--- src/rtl/vector_divide_seq.sv ---
// Sequential RVV integer divider: restoring radix-2 on magnitudes, one quotient bit per cycle,
// with single-cycle shortcuts for divide-by-zero and signed overflow.
module vector_divide_seq (
  input  logic        CLK,
  input  logic        nRST,
  input  logic [31:0] vs1_data,
  input  logic [31:0] vs2_data,
  input  logic [1:0]  sew,
  input  logic        start_div,
  input  logic        div_type,
  input  logic        is_signed_div,
  input  logic        kill,
  output logic [31:0] wdata_du,
  output logic        busy_du,
  output logic        done_du,
  output logic        exception_du
);

  typedef enum logic [1:0] {IDLE, DIV, FIX, DONE} state_t;

  state_t      state_reg;
  logic [31:0] dvs_reg, dvd_reg, rem_reg, quo_reg, mask_reg, wdata_reg;
  logic [4:0]  cnt_reg;
  logic        q_neg_reg, r_neg_reg, div_type_reg, busy_reg, done_reg;

  logic [31:0] w_mask, dvs_ext, dvd_ext, dvs_mag, dvd_mag, bypass_res;
  logic [4:0]  cnt_init;
  logic        dvs_neg, dvd_neg, div_zero, overflow;

  // Operand decode for the accept cycle: element width, extension, shortcut detection.
  always_comb begin
    w_mask   = 32'hFFFF_FFFF;
    cnt_init = 5'd31;
    dvs_ext  = vs1_data;
    dvd_ext  = vs2_data;
    case (sew)
      2'd0: begin
        w_mask   = 32'h0000_00FF;
        cnt_init = 5'd7;
        dvs_ext  = {{24{is_signed_div & vs1_data[7]}}, vs1_data[7:0]};
        dvd_ext  = {{24{is_signed_div & vs2_data[7]}}, vs2_data[7:0]};
      end
      2'd1: begin
        w_mask   = 32'h0000_FFFF;
        cnt_init = 5'd15;
        dvs_ext  = {{16{is_signed_div & vs1_data[15]}}, vs1_data[15:0]};
        dvd_ext  = {{16{is_signed_div & vs2_data[15]}}, vs2_data[15:0]};
      end
      default: ;
    endcase
    dvs_neg  = is_signed_div & dvs_ext[31];
    dvd_neg  = is_signed_div & dvd_ext[31];
    dvs_mag  = dvs_neg ? -dvs_ext : dvs_ext;
    dvd_mag  = dvd_neg ? -dvd_ext : dvd_ext;
    div_zero = (dvs_ext == 32'd0);
    // Most negative W-bit value, sign-extended, is the complement of mask>>1.
    overflow = is_signed_div && (dvd_ext == ~(w_mask >> 1)) && (dvs_ext == 32'hFFFF_FFFF);
    if (div_zero)
      bypass_res = div_type ? (dvd_ext & w_mask) : w_mask;
    else
      bypass_res = div_type ? 32'd0 : (dvd_ext & w_mask);
  end

  logic [32:0] rem_shift, rem_sub;
  logic        q_bit;
  logic [31:0] q_fix, r_fix, fix_res;

  always_comb begin
    rem_shift = {rem_reg, dvd_reg[cnt_reg]};
    q_bit     = (rem_shift >= {1'b0, dvs_reg});
    rem_sub   = q_bit ? (rem_shift - {1'b0, dvs_reg}) : rem_shift;
    q_fix     = q_neg_reg ? -quo_reg : quo_reg;
    r_fix     = r_neg_reg ? -rem_reg : rem_reg;
    fix_res   = (div_type_reg ? r_fix : q_fix) & mask_reg;
  end

  always_ff @(posedge CLK) begin
    if (!nRST) begin
      state_reg    <= IDLE;
      dvs_reg      <= '0;
      dvd_reg      <= '0;
      rem_reg      <= '0;
      quo_reg      <= '0;
      mask_reg     <= '0;
      wdata_reg    <= '0;
      cnt_reg      <= '0;
      q_neg_reg    <= 1'b0;
      r_neg_reg    <= 1'b0;
      div_type_reg <= 1'b0;
      busy_reg     <= 1'b0;
      done_reg     <= 1'b0;
    end else begin
      done_reg <= 1'b0;
      busy_reg <= 1'b0;
      case (state_reg)
        IDLE: begin
          if (start_div && !kill) begin
            dvs_reg      <= dvs_mag;
            dvd_reg      <= dvd_mag;
            mask_reg     <= w_mask;
            div_type_reg <= div_type;
            q_neg_reg    <= dvs_neg ^ dvd_neg;
            r_neg_reg    <= dvd_neg;
            rem_reg      <= '0;
            quo_reg      <= '0;
            cnt_reg      <= cnt_init;
            if (div_zero || overflow) begin
              wdata_reg <= bypass_res;
              done_reg  <= 1'b1;
              state_reg <= DONE;
            end else begin
              busy_reg  <= 1'b1;
              state_reg <= DIV;
            end
          end
        end
        DIV: begin
          if (kill) begin
            state_reg <= IDLE;
          end else begin
            rem_reg  <= rem_sub[31:0];
            quo_reg  <= {quo_reg[30:0], q_bit};
            cnt_reg  <= cnt_reg - 5'd1;
            busy_reg <= 1'b1;
            if (cnt_reg == 5'd0)
              state_reg <= FIX;
          end
        end
        FIX: begin
          if (kill) begin
            state_reg <= IDLE;
          end else begin
            wdata_reg <= fix_res;
            done_reg  <= 1'b1;
            state_reg <= DONE;
          end
        end
        default: state_reg <= IDLE;
      endcase
    end
  end

  assign wdata_du     = wdata_reg;
  assign busy_du      = busy_reg;
  assign done_du      = done_reg;
  assign exception_du = 1'b0;

endmodule

--- config.mk ---
export PLATFORM = sky130hd
export DESIGN_NAME = vector_divide_seq
export DESIGN_NICKNAME = d
export VERILOG_FILES = /design/src/rtl/vector_divide_seq.sv
export SDC_FILE = /design/constraint.sdc
export NUM_CORES = 1
export LEC_CHECK = 0
export ABC_CLOCK_PERIOD_IN_PS = 5200
export BUFFER_PORTS_ARGS = -buffer_cell sky130_fd_sc_hd__buf_2
export CAP_MARGIN = 30
export CORE_MARGIN = 2
export CORE_UTILIZATION = 45
export DETAILED_ROUTE_END_ITERATION = 7
export PLACE_DENSITY_LB_ADDON = 0.1
export SLEW_MARGIN = 20
export SYNTH_ARGS = -nofsm -noshare
export SYNTH_HDL_FRONTEND = slang
export SYNTH_SLANG_ARGS = --single-unit
export TNS_END_PERCENT = 50
--- constraint.sdc ---
create_clock -name CLK -period 5.2 [get_ports CLK]
set_input_delay 1.04 -clock CLK [delete_from_list [all_inputs] [get_ports CLK]]
set_output_delay 1.04 -clock CLK [all_outputs]
set_load 0.03 [all_outputs]
==> summary.md <==
| Metric | Value |
|---|---|
| Largest net degree at the start of global routing | `92` |
| Critical path peak fanout | `12` |
| Reg-to-reg slack, setup | `410 ps` |
| Fin Clk Skew | `20.7 ps` |
| Post-synthesis area per instance | `7.53 µm²` |
| Area Overhead vs Synth | `10.7%` |
| Detailed-placement wirelength estimate | `32.0 mm` |
| CP peak stage delay | `530 ps` |
| I/O pin cnt | `107` |
| Crit path kind | `reg -> reg` |
| DR iter-0 viols | `1401` |
| Hold WC Path Type | `reg -> reg` |
| Final #Nets | `1835` |
| P_leak | `5.28 nW` |
| Reg2reg start | `cnt_reg[0]` |
| Worst-Margin Slew | `910 ps` |
| Worst r2r path cells | `16` |
| Net Count, Synth | `1805` |
| Unrepaired setup endpoints after global routing | `no` |
| # rows | `61` |
| Share of the synthesized area in the top cell type | `0.276` |
| Drt drc | `0` |
| Pwr/cell area | `273 mW/mm²` |
| Clk sinks | `175` |
| Startpoint Class | `register` |
| Synth cell types | `83` |
| Via Count | `12900` |
| Seq/Total Area, Yosys | `0.276` |
| Reg-to-reg endpoint | `rem_reg[30]` |
| Slew margin rel. | `0.392` |
| Tmin final | `4790 ps` |
| Synthesized area | `0.0127 mm²` |
| Post-CTS Setup Bufs | `0` |
| Synth area leaders | `dfxtp_1 28%, a21oi_1 7.1%, o21ai_0 5.8%` |
| Critical path required time | `5560 ps` |
| Cells along the critical path | `buf_4 > mux4_2 > mux4_2 > mux2i_2 > ha_1 > inv_1 > fa_1 > a211oi_1 > o21ai_0 > a41oi_1 > o211ai_1 > a31oi_1 > nand2b_1 > mux2i_1 > nand3_1 > o211ai_1` |
| CTS root buf | `clkbuf_16` |
| Port Buffers | `105` |
| H-tree Lvls | `4` |
| Clock-pin slew on the worst setup and hold paths | `90 ps` |
| WP buf/inv | `2` |
| CORE AREA | `0.0278 mm²` |
| Ys flop type | `dfxtp_1` |
| Routed WL | `43.3 mm` |
| Synth warn | `0` |
| GRT Total Usage | `0.295` |
| CP Depth | `16` |
| Post-synth ARST share | `0` |
| DR vias/cell | `6.10` |
| CP top delay family | `compound AO/OA/AOI/OAI gates` |
| Max Slew Vio Count | `0` |
| Die W | `172 µm` |
| Max VDD drop | `0.206 mV` |
| Drt first pass iters | `5` |
| Setup crit end kind | `register` |
| Flops & latches, synth | `175` |
| GRT overflow | `0` |
| Wirelength per Cell | `20.5 µm` |
| WHS | `455 ps` |
| TritonCTS buffer count | `17` |
| Setup TNS | `0 ps` |
| Slowest CP cell | `mux4_2` |
| Finish-stage setup viols | `0` |
| Crit path from | `cnt_reg[0]` |
| Max Cap Viol | `0` |
| N_diodes | `0` |
| Final ANT Viol Nets | `0` |
| Cells after synthesis | `1685` |
| Number of global-route vias before repair | `11500` |
| Crit path to | `rem_reg[30]` |
| Die height | `172 µm` |
| CTS tree | `built` |
| Final period utilization | `0.921` |
| Post-synth EDFFs | `0` |
| Placed insts | `2074` |
| Antenna violations before repair | `0` |
| Area leader, netlist | `dfxtp_1` |
| Full die area | `0.0296 mm²` |
| Status | `complete, no violations` |
| Fmax | `0.209 GHz` |
| Final Util | `0.506` |
| Max clock buf depth | `2` |
| Starting Density | `0.457` |
| Worst-Skew Late Latency | `450 ps` |
| Final Hold Viols | `0` |
| Share of cells above drive strength 1 | `0.114` |
| Routability cong. | `0.939` |
| Worst path arrival time | `5150 ps` |
| Worst Hold Path Cells | `2` |
| Fill cells | `2836` |
| First-pass GRT wire length | `67.1 mm` |
| Fin cells | `2106` |
where the power goes:
group,total [mW],switching [mW],internal (mW)
registers,1.44,0.0496,1.39
logic,1.05,0.652,0.394
clock network,1.35,0.683,0.662
per-layer routing:
layer  global-route usage  vias to the layer above  wire length (µm)
met3               0.0504                       37              3010
met5                    0                        -                 0
met2                0.446                      456             19100
li1                     -                     6247                 -
met1                0.436                     6114             20600
met4               0.0650                        0               558
what timing repair did:
item	in CTS	in global routing
resized for setup	0	1
hold buffers	0	0
setup endpoints to repair	0	3
cells in the final DEF, fill, tap and decap left out, types with 28 or more instances in the layout:
master,instances
a21oi_1,181
dfxtp_1,174
nand2_1,162
o21ai_0,146
nor2_1,139
buf_2,105
xor2_1,64
inv_1,59
xnor2_1,56
nand3_1,47
ha_1,47
o31ai_1,39
a22oi_1,29
o22ai_1,29
nor3_1,28
or3_1,28
logic make-up after synthesis:
logic type / count (synthesis) / synth area share
buffers and inverters: 177 / 0.0545
AO/OA/AOI/OAI: 588 / 0.288
XOR/XNOR: 120 / 0.0828
AND/OR/NAND/NOR: 523 / 0.199
multiplexers: 37 / 0.0392
flip-flops: 175 / 0.276
adder cells (fa/ha/maj): 64 / 0.0605
other: 1 / 0.000295
cells in the mapped netlist (16+ instances only):
library cell,count
buf_2,16
o31ai_1,39
a22oi_1,29
xnor2_1,56
mux2i_1,25
a211oi_1,26
nand3_1,47
maj3_1,16
o22ai_1,29
xor2_1,64
nand2_1,162
a21oi_1,181
clkbuf_1,90
a31oi_1,19
a21o_1,21
nor3_1,28
dfxtp_1,175
o21ai_0,147
or3_1,28
inv_1,60
nor2_1,141
ha_1,47
tightest hold or removal path, cell delays in order (launching register included):
cell     delay, ps
dfxtp_1        310
nand2_1         50
a21oi_1         50
per-stage QoR:
| stage | setup WS [ps] | cell area [µm²] | power (mW) |
|---|---|---|---|
| final | 410 | 14000 | 3.83 |
| after global routing | 71.8 | 14000 | 4.01 |
| after CTS | 285 | 14000 | 3.83 |
| after detailed placement | 323 | 13400 | 2.50 |
| after global placement | 454 | 13400 | 2.49 |
| after floorplan | 791 | 12700 | 2.20 |
final cells by class:
cell class                 instances  area, µm²  area share
timing repair buffer             127        716      0.0509
clock buffer                      18        439      0.0313
inverter                          61        230      0.0164
sequential                       175       3500       0.249
tap                              378        473      0.0337
clock inverter                    14        161      0.0115
multi-input combinational       1333       8520       0.607
how the worst min path moves through the flow:
stage                      from           to  slack (ps)
global placement    dvd_reg[11]  dvd_reg[11]         440
floorplan           dvd_reg[18]  dvd_reg[18]         430
global route        dvs_reg[14]  dvs_reg[14]         470
detailed placement  dvs_reg[14]  dvs_reg[14]         450
CTS                 dvs_reg[14]  dvs_reg[14]         460
finish              dvs_reg[16]  dvs_reg[16]         450
Power figures use the tool's default switching activity.
